### config.mk
export PLATFORM = sky130hd
export DESIGN_NAME = cla64_addsub_pipe
export DESIGN_NICKNAME = d
export VERILOG_FILES = /design/src/rtl/cla64_addsub_pipe.sv
export SDC_FILE = /design/constraint.sdc
export NUM_CORES = 1
export LEC_CHECK = 0
export ABC_AREA = 1
export CAP_MARGIN = 20
export CORE_ASPECT_RATIO = 1.4
export CORE_MARGIN = 2
export CORE_UTILIZATION = 39
export DETAILED_ROUTE_END_ITERATION = 7
export PLACE_DENSITY = 0.71
export RECOVER_POWER = 25
export SYNTH_ARGS = -nofsm -noshare
export SYNTH_HDL_FRONTEND = slang
export SYNTH_SLANG_ARGS = --single-unit
### constraint.sdc
create_clock -name clk -period 4.12 [get_ports clk]
set_input_delay 0.412 -clock clk [delete_from_list [all_inputs] [get_ports clk]]
set_output_delay 0.412 -clock clk [all_outputs]
set_load 0.02 [all_outputs]
### src/rtl/cla64_addsub_pipe.sv
`default_nettype none
// +----------------------------------------------------------------------------+
// | Module      : cla64_addsub_pipe                                            |
// | Description : Two-stage pipelined WIDTH-bit adder/subtractor built from    |
// |               16-bit carry-lookahead slices. Stage 1 forms the bit and     |
// |               slice generate/propagate terms; stage 2 runs a second-level  |
// |               lookahead carry unit over the slice G/P terms, forms the sum |
// |               and registers every output. Valid/ready on both sides.       |
// | Ports       : clk, rst           clock, synchronous active-high reset      |
// |               in_valid/in_ready  operand beat handshake                    |
// |               in_a, in_b         operands (WIDTH bits)                     |
// |               in_sub, in_cin     1 = A - B; carry-in / borrow-in           |
// |               out_valid/out_ready result handshake                         |
// |               out_sum            result, modulo 2^WIDTH                    |
// |               out_cout, out_ovf  carry out of MSB, signed overflow         |
// |               out_gm, out_pm     whole-word generate / propagate           |
// | Revision    : 1.0  initial release                                         |
// +----------------------------------------------------------------------------+
module cla64_addsub_pipe #(
  parameter int WIDTH = 64,  // multiple of GROUP, 16..128
  parameter int GROUP = 16   // slice width; only 16 is supported
) (
  input  logic             clk,
  input  logic             rst,
  input  logic             in_valid,
  output logic             in_ready,
  input  logic [WIDTH-1:0] in_a,
  input  logic [WIDTH-1:0] in_b,
  input  logic             in_sub,
  input  logic             in_cin,
  output logic             out_valid,
  input  logic             out_ready,
  output logic [WIDTH-1:0] out_sum,
  output logic             out_cout,
  output logic             out_ovf,
  output logic             out_gm,
  output logic             out_pm
);

  localparam int N = WIDTH / GROUP;

  // 4-bit lookahead group: returns {G, P}.
  function automatic logic [1:0] cla4_gp(input logic [3:0] g, input logic [3:0] p);
    logic gs;
    gs = g[3] | (p[3] & g[2]) | (p[3] & p[2] & g[1]) | (p[3] & p[2] & p[1] & g[0]);
    return {gs, &p};
  endfunction

  // 4-bit lookahead carries: carry into each of the four positions.
  function automatic logic [3:0] cla4_carries(input logic [3:0] g, input logic [3:0] p,
                                              input logic cin);
    logic [3:0] c;
    c[0] = cin;
    c[1] = g[0] | (p[0] & cin);
    c[2] = g[1] | (p[1] & g[0]) | (p[1] & p[0] & cin);
    c[3] = g[2] | (p[2] & g[1]) | (p[2] & p[1] & g[0]) | (p[2] & p[1] & p[0] & cin);
    return c;
  endfunction

  // 16-bit slice group generate/propagate, two levels of 4-bit lookahead.
  function automatic logic [1:0] cla16_gp(input logic [15:0] g, input logic [15:0] p);
    logic [3:0] gg;
    logic [3:0] pg;
    logic [1:0] t;
    for (int j = 0; j < 4; j++) begin
      t     = cla4_gp(g[4*j +: 4], p[4*j +: 4]);
      gg[j] = t[1];
      pg[j] = t[0];
    end
    return cla4_gp(gg, pg);
  endfunction

  // Carry into every bit of a 16-bit slice given the slice carry-in.
  function automatic logic [15:0] cla16_carries(input logic [15:0] g, input logic [15:0] p,
                                                input logic cin);
    logic [3:0]  gg;
    logic [3:0]  pg;
    logic [3:0]  cg;
    logic [1:0]  t;
    logic [15:0] c;
    for (int j = 0; j < 4; j++) begin
      t     = cla4_gp(g[4*j +: 4], p[4*j +: 4]);
      gg[j] = t[1];
      pg[j] = t[0];
    end
    cg = cla4_carries(gg, pg, cin);
    for (int j = 0; j < 4; j++) begin
      c[4*j +: 4] = cla4_carries(g[4*j +: 4], p[4*j +: 4], cg[j]);
    end
    return c;
  endfunction

  // ---------------------------------------------------------------------------
  // Handshake
  // ---------------------------------------------------------------------------
  logic s1_valid_q, s1_valid_d;
  logic out_valid_q, out_valid_d;
  logic s2_load;
  logic s1_load;

  // S2 may take a new beat when it is empty or its result leaves this cycle;
  // S1 drains into S2 under the same condition, so in_ready sees out_ready
  // combinationally and no bubble is inserted on simultaneous accept/retire.
  assign s2_load  = !out_valid_q | out_ready;
  assign in_ready = !s1_valid_q | s2_load;
  assign s1_load  = in_valid & in_ready;

  always_comb begin
    s1_valid_d  = s1_valid_q;
    out_valid_d = out_valid_q;
    if (in_ready) s1_valid_d = in_valid;
    if (s2_load)  out_valid_d = s1_valid_q;
  end

  // ---------------------------------------------------------------------------
  // Stage 1: effective operands, bit and slice generate/propagate
  // ---------------------------------------------------------------------------
  logic [WIDTH-1:0] b_eff;
  logic [WIDTH-1:0] s1_p_d, s1_p_q;
  logic [WIDTH-1:0] s1_g_d, s1_g_q;
  logic [N-1:0]     s1_sg_d, s1_sg_q;
  logic [N-1:0]     s1_sp_d, s1_sp_q;
  logic             s1_c0_d, s1_c0_q;

  assign b_eff   = in_b ^ {WIDTH{in_sub}};
  assign s1_p_d  = in_a ^ b_eff;
  assign s1_g_d  = in_a & b_eff;
  // Subtraction is A + ~B + 1, so a borrow-in flips the effective carry-in.
  assign s1_c0_d = in_cin ^ in_sub;

  for (genvar k = 0; k < N; k++) begin : g_slice
    logic [1:0] gp;
    assign gp         = cla16_gp(s1_g_d[k*GROUP +: GROUP], s1_p_d[k*GROUP +: GROUP]);
    assign s1_sg_d[k] = gp[1];
    assign s1_sp_d[k] = gp[0];
  end

  // Datapath registers hold their value when not loaded; only valids reset.
  always_ff @(posedge clk) begin
    if (s1_load) begin
      s1_p_q  <= s1_p_d;
      s1_g_q  <= s1_g_d;
      s1_sg_q <= s1_sg_d;
      s1_sp_q <= s1_sp_d;
      s1_c0_q <= s1_c0_d;
    end
  end

  // ---------------------------------------------------------------------------
  // Stage 2: second-level lookahead carries, sum and flags
  // ---------------------------------------------------------------------------
  logic [N:0]       slc_c;
  logic [WIDTH-1:0] cvec;
  logic [WIDTH-1:0] out_sum_d, out_sum_q;
  logic             out_cout_d, out_cout_q;
  logic             out_ovf_d, out_ovf_q;
  logic             out_gm_d, out_gm_q;
  logic             out_pm_d, out_pm_q;

  // Each slice carry is the flattened lookahead sum-of-products
  // C_{k+1} = OR_j (G_j & P_{j+1..k}) | (P_{0..k} & c0), not a ripple chain.
  always_comb begin
    logic acc;
    logic term;
    logic pall;
    slc_c    = '0;
    slc_c[0] = s1_c0_q;
    for (int k = 0; k < N; k++) begin
      acc  = 1'b0;
      pall = 1'b1;
      for (int j = 0; j <= k; j++) begin
        term = s1_sg_q[j];
        for (int m = j + 1; m <= k; m++) term = term & s1_sp_q[m];
        acc  = acc | term;
        pall = pall & s1_sp_q[j];
      end
      slc_c[k+1] = acc | (pall & s1_c0_q);
    end
  end

  // Whole-word generate: same recurrence with a zero carry-in.
  always_comb begin
    out_gm_d = 1'b0;
    for (int k = 0; k < N; k++) out_gm_d = s1_sg_q[k] | (s1_sp_q[k] & out_gm_d);
  end

  for (genvar k = 0; k < N; k++) begin : g_bitcarry
    assign cvec[k*GROUP +: GROUP] =
      cla16_carries(s1_g_q[k*GROUP +: GROUP], s1_p_q[k*GROUP +: GROUP], slc_c[k]);
  end

  assign out_sum_d  = s1_p_q ^ cvec;
  assign out_cout_d = slc_c[N];
  // Signed overflow: carry into the sign bit disagrees with carry out of it.
  assign out_ovf_d  = cvec[WIDTH-1] ^ slc_c[N];
  assign out_pm_d   = &s1_sp_q;

  always_ff @(posedge clk) begin
    if (rst) begin
      s1_valid_q  <= 1'b0;
      out_valid_q <= 1'b0;
      out_sum_q   <= '0;
      out_cout_q  <= 1'b0;
      out_ovf_q   <= 1'b0;
      out_gm_q    <= 1'b0;
      out_pm_q    <= 1'b0;
    end else begin
      s1_valid_q  <= s1_valid_d;
      out_valid_q <= out_valid_d;
      if (s2_load && s1_valid_q) begin
        out_sum_q  <= out_sum_d;
        out_cout_q <= out_cout_d;
        out_ovf_q  <= out_ovf_d;
        out_gm_q   <= out_gm_d;
        out_pm_q   <= out_pm_d;
      end
    end
  end

  assign out_valid = out_valid_q;
  assign out_sum   = out_sum_q;
  assign out_cout  = out_cout_q;
  assign out_ovf   = out_ovf_q;
  assign out_gm    = out_gm_q;
  assign out_pm    = out_pm_q;

endmodule
`default_nettype wire

Word level (Yosys, flattened, before mapping) --
Index checks and enable logic that the tools add are counted.
Storage, ports and cells: flip-flop bits (word level) 206, output and inout bits 70, logic and storage cells 636
Operators by class: bitwise logic cells 592, reduce and logical (&&, ||, !) cells 32
Operators with widths (count):
- $and 1x1->1 | 356
- $or 1x1->1 | 230
- $xor 64x64->64 | 3
- $reduce_and 4->1 | 25
- $and 64x64->64 | 1
- $reduce_and 16->1 | 4
- $logic_not 1->1 | 2
- $xor 1x1->1 | 2
- $logic_and 1x1->1 | 1

Longest topological paths before layout --
Gate-level depths: netlist of run 1.
word-level depth 11, mapped depth 14

Worst setup path before layout of run 1 --
No wires, ideal clock.
kind in2reg, from input port out_ready, to register s1_c0_q, enable pin, setup time 486 ps, data arrival time 3346 ps, data required time 3634 ps, slack 288 ps, stages 4, path buffers 0, cells stage by stage inv_1 nand3_1 nand2_1 inv_1
On the way: cells in the longest elaborated chain, start to end 3
RTL lines:
- start: declaration | line 32 | input logic out_ready,
- $or 1x1->1 | line 104 | assign s2_load = !out_valid_q | out_ready;
- $or 1x1->1 | line 105 | assign in_ready = !s1_valid_q | s2_load;
- net in_ready | line 26 | output logic in_ready,
- $and 1x1->1 | line 106 | assign s1_load = in_valid & in_ready;
- net s1_load | line 99 | logic s1_load;
- end signal: assignment | line 145 | s1_c0_q <= s1_c0_d;
- end: declaration | line 123 | logic s1_c0_d, s1_c0_q;
The timed path passes the listed nets, and every way through them passes these cells. A chain may end at the register's enable or synchronous reset.

Worst setup path after layout of run 1 --
from input port out_ready, to register out_ovf_q, in the netlist out_ovf
On the way: cells in the longest elaborated chain, start to end 2
RTL lines:
- $or 1x1->1 | line 104
- $logic_and 1x1->1 | line 210 | if (s2_load && s1_valid_q) begin
- end signal: assignment | line 213 | out_ovf_q <= out_ovf_d;
- end: declaration | line 156 | logic out_ovf_d, out_ovf_q;
No other way between the ends.

==> flow_summary.html, run 1 <==
<table>
<tr><th>Metric</th><th>Value</th></tr>
<tr><th colspan="2">Floorplan</th></tr>
<tr><td>Die X-Extent</td><td>143 um</td></tr>
<tr><td>Number of rows in the core area</td><td>71</td></tr>
<tr><td>I/O pin count</td><td>just over 200</td></tr>
<tr><td>Standard cell core area</td><td>between 20000 and 30000 sq um</td></tr>
<tr><td>Full die area</td><td>around 28000 sq um</td></tr>
<tr><td>Die height</td><td>slightly below 200 um</td></tr>
<tr><td>Initial Util</td><td>0.394</td></tr>
<tr><th colspan="2">GRT</th></tr>
<tr><td>Largest net degree at the start of global routing</td><td>59</td></tr>
<tr><td>Number of antenna violations at the first check in global routing</td><td>0</td></tr>
<tr><td>Wire length of the first global-routing pass</td><td>39600 um</td></tr>
<tr><td>Aggregate global routing overflow</td><td>0</td></tr>
<tr><td>All-Layer GR Usage</td><td>0.177</td></tr>
<tr><td>Via count of the first global-routing pass</td><td>8016</td></tr>
<tr><th colspan="2">Logic synthesis</th></tr>
<tr><td>Adder-Cell Fraction of Synth Area</td><td>0.0949</td></tr>
<tr><td>Register area share after synthesis</td><td>0.512</td></tr>
<tr><td>Combinational family with the most area after synthesis</td><td>simple AND/OR/NAND/NOR gates</td></tr>
<tr><td>Synthesized area per cell</td><td>roughly 9.4 sq um</td></tr>
<tr><td>Synth Area in Compound Gates</td><td>0.0879</td></tr>
<tr><td>Simple-gate share of the synthesized area</td><td>0.186</td></tr>
<tr><td>Fraction of synthesized cell area in xor and xnor cells</td><td>0.0747</td></tr>
<tr><td>Mapped Area</td><td>around 11000 sq um</td></tr>
<tr><td>Synthesized flop and latch total</td><td>between 200 and 250</td></tr>
<tr><td>Post-Synthesis Net Count</td><td>roughly 1.3k</td></tr>
<tr><td>Number of cells produced by synthesis</td><td>1117</td></tr>
<tr><td>Warnings from Yosys</td><td>0</td></tr>
<tr><td>Proportion of synthesized area in mux cells</td><td>0</td></tr>
<tr><td>Fraction of registers with async set/reset</td><td>0</td></tr>
<tr><td>EDFF count, synth</td><td>133</td></tr>
<tr><td>Count of distinct cell types in the synthesized netlist</td><td>36</td></tr>
<tr><td>Leading register cell type out of synthesis</td><td>sky130_fd_sc_hd__edfxtp_1</td></tr>
<tr><td>Synth area leaders</td><td>sky130_fd_sc_hd__edfxtp_1 (38%), sky130_fd_sc_hd__dfxtp_1 (13%), sky130_fd_sc_hd__ha_1 (9.5%)</td></tr>
<tr><td>Library cell occupying the most area in the post-synthesis netlist</td><td>sky130_fd_sc_hd__edfxtp_1</td></tr>
<tr><td>Cell with the most instances after synthesis</td><td>sky130_fd_sc_hd__nand2_1</td></tr>
<tr><td>Most frequent cells after synthesis</td><td>sky130_fd_sc_hd__nand2_1 (171), sky130_fd_sc_hd__nor2_1 (147), sky130_fd_sc_hd__edfxtp_1 (133)</td></tr>
<tr><td>Area share of the leading cell type in the synthesized netlist</td><td>0.379</td></tr>
<tr><th colspan="2">Worst setup path</th></tr>
<tr><td>Register-to-Register Setup Slack</td><td>1.81 ns</td></tr>
<tr><td>CP Max Fanout</td><td>28</td></tr>
<tr><td>Launch point of the worst reg-to-reg path</td><td>out_valid</td></tr>
<tr><td>Worst Setup SP</td><td>out_ready</td></tr>
<tr><td>Type of the setup path with the least slack</td><td>input pin to flop</td></tr>
<tr><td>Category of the worst setup path capture point</td><td>flop</td></tr>
<tr><td>Startpoint kind of the worst setup timing path</td><td>input pin</td></tr>
<tr><td>CP arrival</td><td>approximately 2.9 ns</td></tr>
<tr><td>Critical path destination</td><td>out_ovf</td></tr>
<tr><td>Required time of the critical path</td><td>4.51 ns</td></tr>
<tr><td>Register-to-Register Path Depth</td><td>8</td></tr>
<tr><td>Reg-to-Reg End</td><td>out_ovf</td></tr>
<tr><th colspan="2">STA</th></tr>
<tr><td>Pins Over Slew Limit</td><td>29</td></tr>
<tr><td>Achievable Freq</td><td>403 MHz</td></tr>
<tr><td>Relative max-transition margin</td><td>-0.0547</td></tr>
<tr><td>Worst-case hold slack</td><td>0.472 ns</td></tr>
<tr><td>Setup total negative slack</td><td>0 ns</td></tr>
<tr><td>Worst Slack Setup Final</td><td>approximately 1.6 ns</td></tr>
<tr><td>Final cycle utilization of the critical path</td><td>0.602</td></tr>
<tr><td>Total setup violations reported at the end of the flow</td><td>0</td></tr>
<tr><td>Worst clock skew on the final layout</td><td>0.00703 ns</td></tr>
<tr><td>RSZ-0062 raised after global routing</td><td>no</td></tr>
<tr><td>Final worst path period need</td><td>2.48 ns</td></tr>
<tr><td>Hold Vio Cnt, Final</td><td>0</td></tr>
<tr><td>Transition time at the pin with the least slew margin</td><td>approximately 1.6 ns</td></tr>
<tr><th colspan="2">Layout</th></tr>
<tr><td>Post-layout utilization of the core</td><td>0.510</td></tr>
<tr><td>Number of filler cells placed in the layout</td><td>2418</td></tr>
<tr><td>Total area of multi-input combinational cells</td><td>4680 sq um</td></tr>
<tr><td>Ratio of cells with drive above 1 in the final layout</td><td>0.0479</td></tr>
<tr><td>Cell area after layout</td><td>13600 sq um</td></tr>
<tr><td>Net total in the final layout</td><td>roughly 1.5k</td></tr>
<tr><td>Diode count</td><td>0</td></tr>
<tr><td>Relative area change from synthesis to final layout</td><td>29.2%</td></tr>
<tr><td>Filler-free cell count of the finished design</td><td>1702</td></tr>
<tr><td>Storage cell area</td><td>5400 sq um</td></tr>
<tr><th colspan="2">Clock tree</th></tr>
<tr><td>CTS tree</td><td>built</td></tr>
<tr><td>Hold bufs inserted after CTS</td><td>0</td></tr>
<tr><td>Source-to-sink clock delay at the later pin of the worst-skew pair</td><td>0.49 ns</td></tr>
<tr><td>Clock root buffer</td><td>sky130_fd_sc_hd__clkbuf_16</td></tr>
<tr><td>Total CTS buffers</td><td>21</td></tr>
<tr><td>Worst-case clock buffer depth</td><td>3</td></tr>
<tr><td>Number of H-tree branching levels</td><td>1</td></tr>
<tr><td>Number of clock sinks</td><td>203</td></tr>
<tr><td>Post-CTS Resized</td><td>0</td></tr>
<tr><td>Setup Fix Bufs, Post-CTS</td><td>0</td></tr>
<tr><td>Post-CTS clock slew at the launch and capture registers of the worst setup and hold paths</td><td>0.06 ns</td></tr>
<tr><th colspan="2">Placed design</th></tr>
<tr><td>Routability Congestion</td><td>between 0.8 and 0.9</td></tr>
<tr><td>HPWL after detailed placement</td><td>19600 um</td></tr>
<tr><td>Post-place setup slack</td><td>1.45 ns</td></tr>
<tr><td>IO Port Bufs</td><td>~200</td></tr>
<tr><td>Number of cells in the design after placement</td><td>1665</td></tr>
<tr><td>Area post-placement</td><td>13000 sq um</td></tr>
<tr><th colspan="2">Routing</th></tr>
<tr><td>DRC</td><td>0</td></tr>
<tr><td>Ratio of routed vias to standard cells</td><td>4.81</td></tr>
<tr><td>Count of TritonRoute iterations in the first routing pass</td><td>5</td></tr>
<tr><td>Via count of the routed design</td><td>8187</td></tr>
<tr><td>Number of antenna-violating nets in the routed design</td><td>0</td></tr>
<tr><td>Wire length per cell after detailed routing</td><td>14.9 um</td></tr>
<tr><td>Iteration-0 DRC count of the detailed router</td><td>356</td></tr>
<tr><td>Total length of routed wires</td><td>between 20000 and 30000 um</td></tr>
<tr><th colspan="2">Pwr</th></tr>
<tr><td>Leakage Power</td><td>approximately 5.8 nW</td></tr>
<tr><td>Worst vdd ir</td><td>0.243 mV</td></tr>
<tr><td>Power Density</td><td>396 nW/um^2</td></tr>
<tr><td>Overall Power</td><td>5.39 mW</td></tr>
<tr><th colspan="2">Job</th></tr>
<tr><td>Max-capacitance violation count</td><td>1</td></tr>
<tr><th colspan="2">Outcome</th></tr>
<tr><td>Violated checks</td><td>capacitance limit, slew limit</td></tr>
<tr><td>Run status</td><td>finished with violations</td></tr>
<tr><th colspan="2">Min path</th></tr>
<tr><td>Tightest Hold Check Type</td><td>flop to flop</td></tr>
</table>
registers in the layout (all words and copies together) (netlist names), 4 cells and up:
name     flops
out_sum     64
s1_g_q      60
s1_p_q      64
s1_sg_q      4
s1_sp_q      4
power by group:
part	switching [mW]	internal (mW)	total, mW
logic	0.613	0.507	1.12
registers	0.136	2.39	2.53
clock network	0.776	0.968	1.74
layer usage:
metal / up-vias / wire length, um / track usage / part of all wire
met1: 3771 / 10300 / 0.205 / 0.41
met2: 159 / 13500 / 0.339 / 0.53
met4: 0 / 571 / 0.0506 / 0.022
li1: 4222 / - / - / -
met5: - / 0 / 0 / 0
met3: 35 / 996 / 0.0212 / 0.039
cells in the final DEF (no fill, tap or decap), drive strengths merged, types with 62 or more instances in the layout:
cell type / instances
xor2: 89
clkdlybuf4s50: 190
nor2: 150
dfxtp: 70
inv: 95
a21oi: 81
nand2: 183
nand3: 90
ha: 80
o21ai: 62
edfxtp: 133
critical path, cell delays in order:
cell and delay [ns]:
sky130_fd_sc_hd__dlygate4sd3_1 0.54, sky130_fd_sc_hd__inv_1 0.07, sky130_fd_sc_hd__nand2_1 0.06, sky130_fd_sc_hd__nand2_1 0.09, sky130_fd_sc_hd__clkbuf_1 1.15, sky130_fd_sc_hd__nor2_1 0.23, sky130_fd_sc_hd__nand2_1 0.14, sky130_fd_sc_hd__nand3_1 0.07
sky130_fd_sc_hd__nand2_1 0.06, sky130_fd_sc_hd__inv_1 0.04
logic make-up after synthesis:
family	after synthesis
and+or+nand+nor	453
buffers and inverters	122
DFF	203
xor gates and xnor gates	90
adders and majority gates	80
AOI/OAI and AO/OA	169
worst min-delay path by stage:
stage | slack, ns | cells past startpoint | from | end
after global routing | 0.50 | 2 | out_sum[58] | out_sum[58]
final | 0.47 | 2 | out_sum[58] | out_sum[58]
after global placement | 0.46 | 2 | out_sum[46] | out_sum[46]
after floorplan | 0.54 | 2 | out_sum[46] | out_sum[46]
after detailed placement | 0.47 | 2 | out_sum[46] | out_sum[46]
after CTS | 0.48 | 2 | out_sum[58] | out_sum[58]
layout make-up:
cell class,count,area share
multi-input combinational,792,0.343
clock inverter,9,0.00441
clock buffer,28,0.0412
inverter,94,0.0262
tap,365,0.0335
sequential,203,0.396
timing repair buffer,211,0.156
Note: power is estimated with default switching activity, not from simulation.
==> inputs of run 2 (changes only) <==
==> constraint.sdc (replaced) <==
create_clock -name clk -period 2.33 [get_ports clk]
set_input_delay 0.233 -clock clk [delete_from_list [all_inputs] [get_ports clk]]
set_output_delay 0.233 -clock clk [all_outputs]
set_load 0.02 [all_outputs]
==> run 2 against run 1 <==
The flow now finishes without violations. Die area unchanged. Core utilization increased by 0.84 points. First-iteration DRC count increased by 3.4%. Clock skew increased by 0.0011 ns. Combinational power increased by 79%. Total power increased by 83%. Wire length increased by 0.67%.
==> flow_summary.html, run 2 (same netlist as run 1, synthesis figures left out) <==
<table>
<tr><th>Metric</th><th>Value</th></tr>
<tr><th colspan="2">Layout</th></tr>
<tr><td>Diode count</td><td>0 (unchanged)</td></tr>
<tr><td>Post-layout utilization of the core</td><td>0.518 (+0.00838)</td></tr>
<tr><td>Most used cells in the layout excluding fill and tap cells</td><td>sky130_fd_sc_hd__clkdlybuf4s50_1 (182), sky130_fd_sc_hd__nand2_1 (170), sky130_fd_sc_hd__nor2_1 (147)</td></tr>
<tr><td>Most common cell after layout, fill and taps aside</td><td>sky130_fd_sc_hd__clkdlybuf4s50_1</td></tr>
<tr><td>Net total in the final layout</td><td>1544 (+0.46%)</td></tr>
<tr><td>Ratio of cells with drive above 1 in the final layout</td><td>0.0551 (+0.00719)</td></tr>
<tr><td>Relative area change from synthesis to final layout</td><td>31.4%</td></tr>
<tr><td>Number of filler cells placed in the layout</td><td>2415 (-0.12%)</td></tr>
<tr><td>Filler-free cell count of the finished design</td><td>1709 (+0.41%)</td></tr>
<tr><th colspan="2">Min path</th></tr>
<tr><td>Startpoint of the tightest hold check path</td><td>in_valid</td></tr>
<tr><td>Tightest Hold Check Type</td><td>input pin to flop</td></tr>
<tr><th colspan="2">Worst setup path</th></tr>
<tr><td>Category of the worst setup path capture point</td><td>flop</td></tr>
<tr><td>Total number of cells along the worst setup path</td><td>11 (+1)</td></tr>
<tr><td>Sequence of cells on the critical path</td><td>buf_4 &gt; clkbuf_1 &gt; xor2_1 &gt; ha_1 &gt; and3_1 &gt; nand2_1 &gt; nand3_1 &gt; nand2_1 &gt; nand4_1 &gt; a21oi_1 &gt; o21ai_0</td></tr>
<tr><td>Register-to-Register Path Depth</td><td>10 (+2)</td></tr>
<tr><td>CP arrival</td><td>2.19 ns (-0.68 ns)</td></tr>
<tr><td>Critical path destination</td><td>s1_sg_q[1]</td></tr>
<tr><td>Startpoint kind of the worst setup timing path</td><td>input pin</td></tr>
<tr><td>Largest stage delay on the critical path</td><td>0.47 ns (-0.68 ns)</td></tr>
<tr><td>Launch point of the worst reg-to-reg path</td><td>s1_c0_q</td></tr>
<tr><td>Combined buffer and inverter count along the critical path</td><td>2 (-2)</td></tr>
<tr><td>Required time of the critical path</td><td>2.56 ns (-1.95 ns)</td></tr>
<tr><td>CP Max Fanout</td><td>11 (-61%)</td></tr>
<tr><td>Worst Setup SP</td><td>in_sub</td></tr>
<tr><td>Cell family with most CP delay</td><td>buffers and inverters</td></tr>
<tr><td>Register-to-Register Setup Slack</td><td>0.46 ns (-1.35 ns)</td></tr>
<tr><td>Most repeated library cell on the critical path</td><td>sky130_fd_sc_hd__nand2_1</td></tr>
<tr><td>Type of the setup path with the least slack</td><td>input pin to flop</td></tr>
<tr><td>Reg-to-Reg End</td><td>out_sum[45]</td></tr>
<tr><td>Slowest CP cell</td><td>sky130_fd_sc_hd__clkbuf_1</td></tr>
<tr><th colspan="2">STA</th></tr>
<tr><td>Transition time at the pin with the least slew margin</td><td>0.552 ns (-1.03 ns)</td></tr>
<tr><td>Worst Slack Setup Final</td><td>0.366 ns (-1.28 ns)</td></tr>
<tr><td>RSZ-0062 raised after global routing</td><td>no</td></tr>
<tr><td>Worst-case hold slack</td><td>0.381 ns (-0.0914 ns)</td></tr>
<tr><td>Relative max-transition margin</td><td>0.632 (+0.687)</td></tr>
<tr><td>Final worst path period need</td><td>just under 2 ns</td></tr>
<tr><td>Final cycle utilization of the critical path</td><td>0.843</td></tr>
<tr><td>Worst clock skew on the final layout</td><td>0.00817 ns (+0.00114 ns)</td></tr>
<tr><td>Achievable Freq</td><td>approximately 510 MHz</td></tr>
<tr><td>Hold Vio Cnt, Final</td><td>0 (unchanged)</td></tr>
<tr><td>Total setup violations reported at the end of the flow</td><td>0 (unchanged)</td></tr>
<tr><td>Pins Over Slew Limit</td><td>0 (-100%)</td></tr>
<tr><th colspan="2">Floorplan</th></tr>
<tr><td>Full die area</td><td>28400 sq um (unchanged)</td></tr>
<tr><td>I/O pin count</td><td>204 (unchanged)</td></tr>
<tr><td>Number of rows in the core area</td><td>71 (unchanged)</td></tr>
<tr><td>Die height</td><td>199 um (unchanged)</td></tr>
<tr><td>Standard cell core area</td><td>26700 sq um (unchanged)</td></tr>
<tr><td>Initial Util</td><td>0.394 (unchanged)</td></tr>
<tr><td>Die X-Extent</td><td>143 um (unchanged)</td></tr>
<tr><th colspan="2">Routing</th></tr>
<tr><td>Iteration-0 DRC count of the detailed router</td><td>368 (+3.4%)</td></tr>
<tr><td>Number of antenna-violating nets in the routed design</td><td>0 (unchanged)</td></tr>
<tr><td>DRC</td><td>0 (unchanged)</td></tr>
<tr><td>Wire length per cell after detailed routing</td><td>15.0 um (+0.26%)</td></tr>
<tr><td>Total length of routed wires</td><td>25600 um (+0.67%)</td></tr>
<tr><td>Via count of the routed design</td><td>8339 (+1.9%)</td></tr>
<tr><td>Count of TritonRoute iterations in the first routing pass</td><td>4 (-1)</td></tr>
<tr><td>Ratio of routed vias to standard cells</td><td>4.88 (+1.4%)</td></tr>
<tr><th colspan="2">Clock tree</th></tr>
<tr><td>Hold bufs inserted after CTS</td><td>0 (unchanged)</td></tr>
<tr><td>CTS tree</td><td>built</td></tr>
<tr><td>Number of clock sinks</td><td>203 (unchanged)</td></tr>
<tr><td>Worst-case clock buffer depth</td><td>3 (unchanged)</td></tr>
<tr><td>Post-CTS Resized</td><td>0 (unchanged)</td></tr>
<tr><td>Clock root buffer</td><td>sky130_fd_sc_hd__clkbuf_16</td></tr>
<tr><td>Post-CTS clock slew at the launch and capture registers of the worst setup and hold paths</td><td>0.06 ns (about the same)</td></tr>
<tr><td>Total CTS buffers</td><td>21 (unchanged)</td></tr>
<tr><td>Number of H-tree branching levels</td><td>1 (unchanged)</td></tr>
<tr><td>Source-to-sink clock delay at the later pin of the worst-skew pair</td><td>0.50 ns (about the same)</td></tr>
<tr><td>Setup Fix Bufs, Post-CTS</td><td>0 (unchanged)</td></tr>
<tr><th colspan="2">Placed design</th></tr>
<tr><td>HPWL after detailed placement</td><td>19500 um (-0.25%)</td></tr>
<tr><td>Post-place setup slack</td><td>0.0649 ns (-1.39 ns)</td></tr>
<tr><td>IO Port Bufs</td><td>203 (unchanged)</td></tr>
<tr><td>Routability Congestion</td><td>0.839 (+0.87%)</td></tr>
<tr><td>Number of cells in the design after placement</td><td>1672 (+0.42%)</td></tr>
<tr><th colspan="2">Pwr</th></tr>
<tr><td>Worst vdd ir</td><td>0.430 mV (+77%)</td></tr>
<tr><td>Overall Power</td><td>9.90 mW (+83%)</td></tr>
<tr><td>Power Density</td><td>714 nW/um^2 (+81%)</td></tr>
<tr><td>Leakage Power</td><td>5.87 nW (+1.5%)</td></tr>
<tr><th colspan="2">GRT</th></tr>
<tr><td>Wire length of the first global-routing pass</td><td>40500 um (+2.1%)</td></tr>
<tr><td>Via count of the first global-routing pass</td><td>8444 (+5.3%)</td></tr>
<tr><td>All-Layer GR Usage</td><td>0.179 (+0.00214)</td></tr>
<tr><td>Number of antenna violations at the first check in global routing</td><td>2 (+2)</td></tr>
<tr><td>Aggregate global routing overflow</td><td>0 (unchanged)</td></tr>
<tr><td>Largest net degree at the start of global routing</td><td>56 (-5.1%)</td></tr>
<tr><th colspan="2">Outcome</th></tr>
<tr><td>Run status</td><td>completed</td></tr>
<tr><th colspan="2">Job</th></tr>
<tr><td>Max-capacitance violation count</td><td>0 (-1)</td></tr>
</table>
[run 2: changes by cell type in the layout (fill, tap and decap cells not counted), sizes merged, moves of 3 or more]
cell	before	now
dlygate4sd3	12	20
bufinv	0	3
clkdlybuf4s50	190	182
buf	8	13
[run 2: worst min-delay path by stage]
stage,to,slack (ns),cells after the start
finish,s1_valid_q,0.38,3
global route,s1_valid_q,0.37,3
detailed placement,out_sum[58],0.46,2
floorplan,s1_valid_q,0.40,2
global placement,out_sum[46],0.46,2
CTS,s1_valid_q,0.36,3
[run 2: layer usage]
layer | up-vias | part of all wire | track usage
met5 | - | 0.00090 | 0
met4 | 4 | 0.026 | 0.0583
met3 | 57 | 0.056 | 0.0313
met2 | 245 | 0.52 | 0.338
met1 | 3790 | 0.39 | 0.202
li1 | 4243 | - | -
[run 2: stage by stage]
stage,instance area (sq um),setup TNS [ns]
finish,13900,0
global route,13900,0
CTS,13900,0
detailed placement,13200,0
global placement,13200,0
floorplan,10600,-81.85
[run 2: where the power goes]
group	internal, mW	leakage (nW)	switching [mW]
registers	4.23	1.90	0.240
clock network	2.03	0.339	1.40
logic	0.912	3.63	1.09
[run 2: layout make-up]
class,count,area [sq um],share of cell area
multi-input cells,792,4700,0.339
clock buffers,24,547,0.0395
repair buffers,218,2240,0.162
clock inverters,13,154,0.0111
well taps,365,457,0.0330
flip-flops and latches,203,5400,0.390
inverters,94,358,0.0258
[run 2: tightest hold or removal path, delay by kind of cell]
kind	cells	cell delay (ns)
buf+inv	1	0.44
simple gates	1	0.10
compound gates	1	0.05
